$ cat config.mk
export PLATFORM = sky130hd
export DESIGN_NAME = alu_srcb_pipe
export DESIGN_NICKNAME = d
export VERILOG_FILES = /design/src/rtl/alu_srcb_pipe.sv
export SDC_FILE = /design/constraint.sdc
export NUM_CORES = 1
export LEC_CHECK = 0
export CELL_PAD_IN_SITES_DETAIL_PLACEMENT = 0
export CELL_PAD_IN_SITES_GLOBAL_PLACEMENT = 1
export CORE_AREA = 2 2 138 140
export CTS_CLUSTER_DIAMETER = 80
export DETAILED_ROUTE_END_ITERATION = 8
export DIE_AREA = 0 0 140 142
export PLACE_DENSITY_LB_ADDON = 0.1
export REMOVE_ABC_BUFFERS = 1
export SLEW_MARGIN = 0
export SYNTH_ARGS = -nofsm -noshare
export SYNTH_HDL_FRONTEND = slang
export SYNTH_SLANG_ARGS = --single-unit
$ cat constraint.sdc
create_clock -name clk -period 1.6 [get_ports clk]
set_clock_uncertainty 0.1 [all_clocks]
set_input_delay 0.24 -clock clk [delete_from_list [all_inputs] [get_ports clk]]
set_output_delay 0.24 -clock clk [all_outputs]
set_load 0.1 [all_outputs]
$ cat src/rtl/alu_srcb_pipe.sv
// ============================================================================
// Module   : alu_srcb_pipe
// Function : ALU source-B operand select + immediate extension, registered
//            behind a valid/ready stage with a one-entry skid buffer.
// Revision : 1.0
// ============================================================================
`default_nettype none

module alu_srcb_pipe #(
  parameter int WIDTH  = 32,
  parameter int NUM_IN = 6,
  parameter int SEL_W  = 3
) (
  input  logic                    clk,
  input  logic                    rst_n,
  input  logic [NUM_IN*WIDTH-1:0] in_flat,
  input  logic [SEL_W-1:0]        sel,
  input  logic [1:0]              ext_mode,
  input  logic                    in_valid,
  output logic                    in_ready,
  input  logic                    flush,
  output logic [WIDTH-1:0]        out_data,
  output logic                    out_sel_err,
  output logic                    out_valid,
  input  logic                    out_ready,
  output logic                    err_sticky,
  input  logic                    err_clr
);

  localparam logic [SEL_W:0] c_num_in = NUM_IN[SEL_W:0];

  generate
    if (WIDTH < 16) begin : g_bad_width
      $error("alu_srcb_pipe: WIDTH must be >= 16");
    end
    if (NUM_IN < 2 || NUM_IN > (1 << SEL_W)) begin : g_bad_num_in
      $error("alu_srcb_pipe: NUM_IN must be in 2..2**SEL_W");
    end
  endgenerate

  logic [WIDTH-1:0] w_pick;
  logic [WIDTH-1:0] w_sx;
  logic [WIDTH-1:0] w_result;
  logic             w_sel_err;
  logic             w_take;
  logic             w_pop;
  logic             w_main_free;

  logic [WIDTH-1:0] r_main_data;
  logic             r_main_valid;
  logic             r_main_err;
  logic [WIDTH-1:0] r_skid_data;
  logic             r_skid_valid;
  logic             r_skid_err;
  logic             r_err_sticky;
  logic             r_ready_en;

  assign w_sel_err = ({1'b0, sel} >= c_num_in);

  always_comb begin
    w_pick = '0;
    for (int k = 0; k < NUM_IN; k++) begin
      if (sel == SEL_W'(k)) begin
        w_pick = in_flat[k*WIDTH +: WIDTH];
      end
    end
  end

  assign w_sx = {{(WIDTH-16){w_pick[15]}}, w_pick[15:0]};

  always_comb begin
    w_result = '0;
    if (!w_sel_err) begin
      case (ext_mode)
        2'd0:    w_result = w_pick;
        2'd1:    w_result = w_sx;
        2'd2:    w_result = {{(WIDTH-16){1'b0}}, w_pick[15:0]};
        default: w_result = {w_sx[WIDTH-3:0], 2'b00};
      endcase
    end
  end

  // r_ready_en keeps in_ready low until the first edge after reset release
  assign in_ready    = r_ready_en & ~r_skid_valid;
  assign w_take      = in_valid & in_ready & ~flush;
  assign w_pop       = r_main_valid & out_ready;
  assign w_main_free = ~r_main_valid | w_pop;

  always_ff @(posedge clk or negedge rst_n) begin
    if (!rst_n) begin
      r_main_data  <= '0;
      r_main_valid <= 1'b0;
      r_main_err   <= 1'b0;
      r_skid_data  <= '0;
      r_skid_valid <= 1'b0;
      r_skid_err   <= 1'b0;
      r_ready_en   <= 1'b0;
    end else begin
      r_ready_en <= 1'b1;
      if (flush) begin
        r_main_valid <= 1'b0;
        r_skid_valid <= 1'b0;
      end else if (w_main_free) begin
        if (r_skid_valid) begin
          r_main_data  <= r_skid_data;
          r_main_err   <= r_skid_err;
          r_main_valid <= 1'b1;
          r_skid_valid <= 1'b0;
        end else if (w_take) begin
          r_main_data  <= w_result;
          r_main_err   <= w_sel_err;
          r_main_valid <= 1'b1;
        end else begin
          r_main_valid <= 1'b0;
        end
      end else if (w_take) begin
        r_skid_data  <= w_result;
        r_skid_err   <= w_sel_err;
        r_skid_valid <= 1'b1;
      end
    end
  end

  always_ff @(posedge clk or negedge rst_n) begin
    if (!rst_n) begin
      r_err_sticky <= 1'b0;
    end else if (w_take && w_sel_err) begin
      r_err_sticky <= 1'b1;
    end else if (err_clr) begin
      r_err_sticky <= 1'b0;
    end
  end

  assign out_data    = r_main_data;
  assign out_valid   = r_main_valid;
  assign out_sel_err = r_main_err;
  assign err_sticky  = r_err_sticky;

endmodule

`default_nettype wire

==> flow_summary.ini, run 1 <==
[sta]
finalSetupViolations = 17
rsz0062_at_grt = yes
finalHoldViolations = 0
max_freq_mhz = 598
fin_setup_tns_ps = -616
slew_violations = 0
setup_ws_ps = -73.6
finalHoldWorstSlack_ps = 259
fin_crit_sh_pct = 105
fin_crit_ps = 1670

[power]
leakagePower_uw = 0.00374
power_switching_uw = 3150
p_clk_share_pct = 24.1
seqPwrFrac_pct = 28.6
sw_frac_of_total_pct = 38.8
internal_power_uw = 4970
power_density_nw_per_um2 = 895
power_frac_comb_pct = 47.3
ir_drop_mv = 0.572

[die]
die_area_um2 = 19900
io_pins = 239
initial_utilization_pct = 26.3
core_um2 = 18500
row_count = 50
die_x_um = 140
die_h_um = 142

[final_layout]
fillers = 1736
drive_gt1_share_pct = 30.8
multi_input_area_um2 = 3140
synthToLayoutAreaGrowth_pct = 87.1
fin_area_um2 = 9070
ff_latch_area_um2 = 1750
nets = 1026
antenna_cells = 0

[global_routing]
grt_pass1_wl_um = 30700
grt_max_degree = 49
groute.usage.overall_pct = 19.7
grt.overflow.total = 0
grt_pass1_vias = 5706
antenna_found_initial = 0

[clock_tree]
clk_path_buf_depth = 2
cts-root-buf = clkbuf_16
clkTransAtPathRegs_ps = 60
clkLatencyLatePin_ps = 330
cts_inserted_buffers = 9
htreeDepth = 3
cts_tree = done
clock-sinks = 70

[setup_path]
r2r_start = out_valid$_DFFE_PN0N_
arrival_ps = 1780
cp_data_required_time_ps = 1710
path_class = reg -> reg
crit_path_end_kind = flip-flop
cp-start-kind = flip-flop
crit_path_max_fanout = 32
crit_start = out_valid$_DFFE_PN0N_

[detailed_routing]
post-route-drc-count = 22
drtIter0Drc = 293
wl_um = 20000
routed_via_density = 5.02
via_count = 5335
routedLengthMet1_um = 8350
wl_per_cell_um = 18.8
ant_nets = 0
wl_met2_um = 10100
dr_wl_met3_um = 1330
drtPass1Iterations = 9
dr.max_layer_used = met4

[synth]
synth_top_area_share_pct = 36.1
synth_area_um2 = 4850
ys_types = 58
synth_edf_count = 0
ys_top_cells_by_area = dfrtp_1, mux4_2, o21ai_0
synth_warnings = 0
synth-seq-area-share_pct = 36.1
synth_area_per_cell_um2 = 9.10
netlist_instances = 533
async_reset_ff_share_pct = 100
ys.flop_type = dfrtp_1
ys_ff_latch = 70
synth_area_leader_cell = dfrtp_1

[place]
gp_congestion = 0.785
dpl_cell_area_um2 = 8290
port_buffers = 238
hpwl_um = 15000

[status]
status = finished with violations
violations = DRC, setup timing

[min_path]
hold_path_class = in -> async

[job]
cap_violations = 0
## cells in the mapped netlist, types with 10 or more instances
cell,instances
dfrtp_1,70
nand2_1,65
o21ai_0,51
nor2_1,48
a21oi_1,38
clkbuf_1,21
mux2i_1,21
nand3_1,19
mux2_2,18
mux4_2,18
o22ai_1,18
o21ai_1,14
buf_2,11
o211ai_2,10
## critical path, cell delays in order (launching register included)
cell     delay, ps
dfrtp_1        390
nor2b_4        130
or3_4          400
buf_6          220
a21oi_1        220
o22ai_2         80
## cell families after synthesis
logic type | after synthesis | share of synthesized area (%)
compound gates | 188 | 25.2
simple gates | 166 | 15.6
flops | 70 | 36.1
mux | 58 | 17.4
buf+inv | 50 | 5.62
other cells | 1 | 0.0773
## registers in the layout (all words and copies together) (netlist names)
register      flops
r_skid_err        1
out_valid         1
out_sel_err       1
r_skid_data      32
r_skid_valid      1
err_sticky        1
out_data         32
r_ready_en        1
## layer usage
| layer | up-vias | global-route usage (%) |
|---|---|---|
| met5 | - | 0 |
| met2 | 177 | 35.5 |
| li1 | 2568 | - |
| met1 | 2578 | 24.5 |
| met4 | 0 | 4.68 |
| met3 | 12 | 3.50 |
## power by group through the flow
stage / Combinational (uW) / Clock, uW / Sequential, uW
after floorplan: 716 / 0 / 3440
after global placement: 3650 / 0 / 2350
after detailed placement: 3690 / 0 / 2350
after CTS: 3780 / 1980 / 2330
after global routing: 4040 / 2050 / 2360
final: 3850 / 1950 / 2320
## stage by stage
| stage | std cells | util [%] | setup slack, ps | power [uW] |
|---|---|---|---|---|
| after floorplan | 488 | - | -2400 | 4160 |
| after global placement | 1035 | 44.9 | -585 | 6000 |
| after detailed placement | 1035 | 44.9 | -631 | 6030 |
| after CTS | 1057 | 47.6 | -75.9 | 8090 |
| after global routing | 1062 | 49.2 | -133 | 8450 |
| final | 1062 | 49.2 | -73.6 | 8120 |
## cell type report
type | count | area share [%]
clock inverters | 4 | 0.524
flip-flops and latches | 70 | 19.3
clock buffers | 12 | 2.61
repair buffers | 323 | 39.5
well taps | 234 | 3.23
inverters | 5 | 0.207
multi-input cells | 414 | 34.6
## final timing paths
path,end,slack [ps],depth (start not counted)
min,out_data[1]$_DFFE_PN0P_,260,2
max in group asynchronous,r_skid_data[27]$_DFFE_PN0P_,580,3
min in group clk,r_skid_data[10]$_DFFE_PN0P_,380,2
min reg2reg,r_skid_data[10]$_DFFE_PN0P_,380,2
max reg2reg,out_data[12]$_DFFE_PN0P_,-70,5
max,out_data[12]$_DFFE_PN0P_,-70,5
## cells in the final DEF, fill, tap and decap left out, types with 10 or more instances in the layout
cell / netlist / routed
o211ai_2: 10 / 10
o21ai_0: 51 / 40
a21oi_1: 38 / 30
clkbuf_16: 0 / 10
mux4_2: 18 / 19
mux2_2: 18 / 17
buf_4: 3 / 65
nand2_1: 65 / 60
clkdlybuf4s50_1: 0 / 188
o21ai_1: 14 / 19
buf_12: 0 / 46
dfrtp_1: 70 / 70
o22ai_2: 0 / 10
mux2i_1: 21 / 21
nand3_1: 19 / 19
nor2_1: 48 / 45
## timing repair
item / CTS / global route
hold buffers: 1 / 0
endpoints found under the setup margin: 65 / 66
cloned: 3 / 1
pin swaps: 16 / 15
buffers inserted: 2 / 5
gates resized for setup: 50 / 55
hold endpoints to repair: 22 / 0
Power figures use the tool's default switching activity.
==> run 2: changes to the inputs <==
Settings changed: ABC_AREA from default to 1, ABC_CLOCK_PERIOD_IN_PS from default to 1600, CORE_AREA 2 2 138 140 to 2 2 145 147, DIE_AREA 0 0 140 142 to 0 0 147 149.
==> run 2 against run 1 <==
The flow now finishes without violations; via count grew 13%; critical path depth grew 8; maximum frequency grew 6.9%; cell area grew 4.2%; sequential share of layout area shrank 0.78 points; utilization shrank 3.2 points; synthesized cell count grew 50%; clock power grew 3%; non-clock buffer count grew 8; register-to-register slack gained 110 ps; die area grew 10%; global-route usage grew 0.53 points; largest power group unchanged.
==> flow_summary.ini, run 2 <==
[power]
power_uw = 8200
p_clk_share_pct = 24.3
seqPwrFrac_pct = 29.0
sw_frac_of_total_pct = 39.5
leakagePower_uw = 0.00455
power_switching_uw = 3240
internal_power_uw = 4960
ir_drop_mv = 0.520
power_density_nw_per_um2 = 867
power_frac_comb_pct = 46.6

[sta]
fin_crit_ps = 1570
max_slew_margin_pct = 65.1
max_freq_mhz = 639
finalSetupViolations = 0
slew_violations = 0
fin_crit_sh_pct = 97.8
rsz0062_at_grt = yes
finalHoldViolations = 0
fin_setup_tns_ps = 0
worst_pin_slew_ps = 524

[final_layout]
ff_latch_area_um2 = 1750
final_cell_mix = nand2_1, clkdlybuf4s50_1, dfrtp_1
fillers = 2141
antenna_cells = 0
synthToLayoutAreaGrowth_pct = 96.7
fin_cells = 1376
drive_gt1_share_pct = 21.5
multi_input_area_um2 = 2990
nets = 1299
layout_commonest_cell = nand2_1

[die]
core_um2 = 20600
row_count = 53
io_pins = 239
die_area_um2 = 21900
initial_utilization_pct = 23.4
die_h_um = 149
die_x_um = 147

[detailed_routing]
ant_nets = 0
wl_per_cell_um = 16.4
post-route-drc-count = 0
routed_via_density = 4.39
via_count = 6042
drtIter0Drc = 189
drtPass1Iterations = 5
wl_um = 22600

[synth]
yosysMostFrequentCell = nand2_1
synth_area_um2 = 4810
ys.flop_type = dfrtp_1
ys_ff_latch = 70
ys_top_cells_by_area = dfrtp_1, nand2_1, nand3_1
ys_types = 26
synth-seq-area-share_pct = 36.4
synth_warnings = 0
netlist_instances = 797
synth_edf_count = 0
synth_common_cells = nand2_1, nor2_1, dfrtp_1
async_reset_ff_share_pct = 100
synth_area_per_cell_um2 = 6.03
synth_top_area_share_pct = 36.4
synth_area_leader_cell = dfrtp_1

[place]
dp.cells = 1334
gp_congestion = 0.776
port_buffers = 238
hpwl_um = 16700

[setup_path]
arrival_ps = 1700
cp-start-kind = input pin
cp_data_required_time_ps = 1730
path_buf_inv = 6
path_cells = buf_8 > inv_6 > buf_4 > nor3_4 > inv_2 > or2_1 > nand2_2 > inv_2 > nand2_4 > buf_12 > nand2_1 > o21ai_1 > nand2_1
crit_cells = 13
path_class = in -> reg
crit_path_max_fanout = 7
slowest_stage = or2_1
crit_path_end_kind = flip-flop
path_delay_family = simple AND/OR/NAND/NOR gates
rr_worst_depth = 8
slowest_delay_ps = 240

[clock_tree]
clock-sinks = 70
clkTransAtPathRegs_ps = 60
cts_tree = done
clkLatencyLatePin_ps = 340
cts-root-buf = clkbuf_16
htreeDepth = 3
cts_inserted_buffers = 9
clk_path_buf_depth = 2

[status]
status = completed

[global_routing]
groute.usage.overall_pct = 20.2
grt_pass1_vias = 6180
grt_busiest_layer = met2
use_met1_pct = 24.0
grt_use_met3_pct = 4.65
grt_use_met2_pct = 37.7
antenna_found_initial = 0
grt.overflow.total = 0
grt_pass1_wl_um = 34200
grt_max_degree = 44

[min_path]
hold_path_class = in -> async

[job]
cap_violations = 0
run 2: cell types whose count changed after synthesis, sizes merged, moves of 17 or more:
cell   change
o22ai     -17
a21oi     +18
mux2i     -21
nand2    +272
inv       +53
nand3     +45
mux4      -19
nor2      +24
mux2      -18
run 2: power groups by stage:
stage / clock network, uW / registers (uW) / logic [uW]
final: 2000 / 2380 / 3820
after global routing: 2140 / 2430 / 4060
after CTS: 2070 / 2380 / 3710
after detailed placement: 0 / 2410 / 3610
after global placement: 0 / 2400 / 3600
after floorplan: 0 / 3490 / 731
run 2: what timing repair did:
action                                  CTS  global route
endpoints found under the hold margin    25             0
gates resized for setup                  65            89
endpoints found under the setup margin   64            63
cloned                                    1             9
pin swaps                                27            35
hold buffers                              1             0
buffers inserted                         10             6
run 2: final timing paths:
path	startpoint	to	slack [ps]
setup / recovery	sel[2]	out_data[30]$_DFFE_PN0P_	30
hold / removal	rst_n	out_data[23]$_DFFE_PN0P_	250
setup reg to reg	r_skid_valid$_DFFE_PN0P_	out_data[13]$_DFFE_PN0P_	40
hold reg to reg	r_skid_data[1]$_DFFE_PN0P_	r_skid_data[1]$_DFFE_PN0P_	390
max in group asynchronous	rst_n	r_skid_data[4]$_DFFE_PN0P_	580
min in group clk	err_clr	err_sticky$_DFFE_PN0P_	350
run 2: stage by stage:
stage,hold WS [ps],worst slack [ps],utilization (%),area (um^2)
finish,253,34.6,46.0,9460
global route,300,-78.4,46.0,9460
CTS,273,-18.1,43.4,8920
detailed placement,94.7,-893,40.6,8350
global placement,96.7,-875,40.6,8350
floorplan,-156,-2480,-,4630
run 2: logic make-up after synthesis:
logic type / Yosys count / synth area share, %
buf+inv: 103 / 8.40
simple gates: 485 / 40.5
flops: 70 / 36.4
compound gates: 138 / 14.5
other cells: 1 / 0.0780
run 2: worst register-to-register path: stages, from the launching register on:
cell and delay (ps):
dfrtp_1 380, nor2_2 120, nand2_2 70, a21oi_2 180, nand2_4 140, buf_12 170, clkbuf_16 160, nand2_1 60
nand2_1 50
run 2: per-layer routing:
metal	vias up	share of wire, %
li1	3120	-
met1	2732	44
met2	171	49
met3	19	5.5
met4	0	1.3
met5	-	0
run 2: area by class of cell:
cell class / instances / area share [%]
Clock buffer: 10 / 2.42
Clock inverter: 6 / 0.662
Inverter: 60 / 2.65
Multi-Input combinational cell: 624 / 31.7
Sequential cell: 70 / 18.5
Tap cell: 275 / 3.64
Timing Repair Buffer: 331 / 40.4
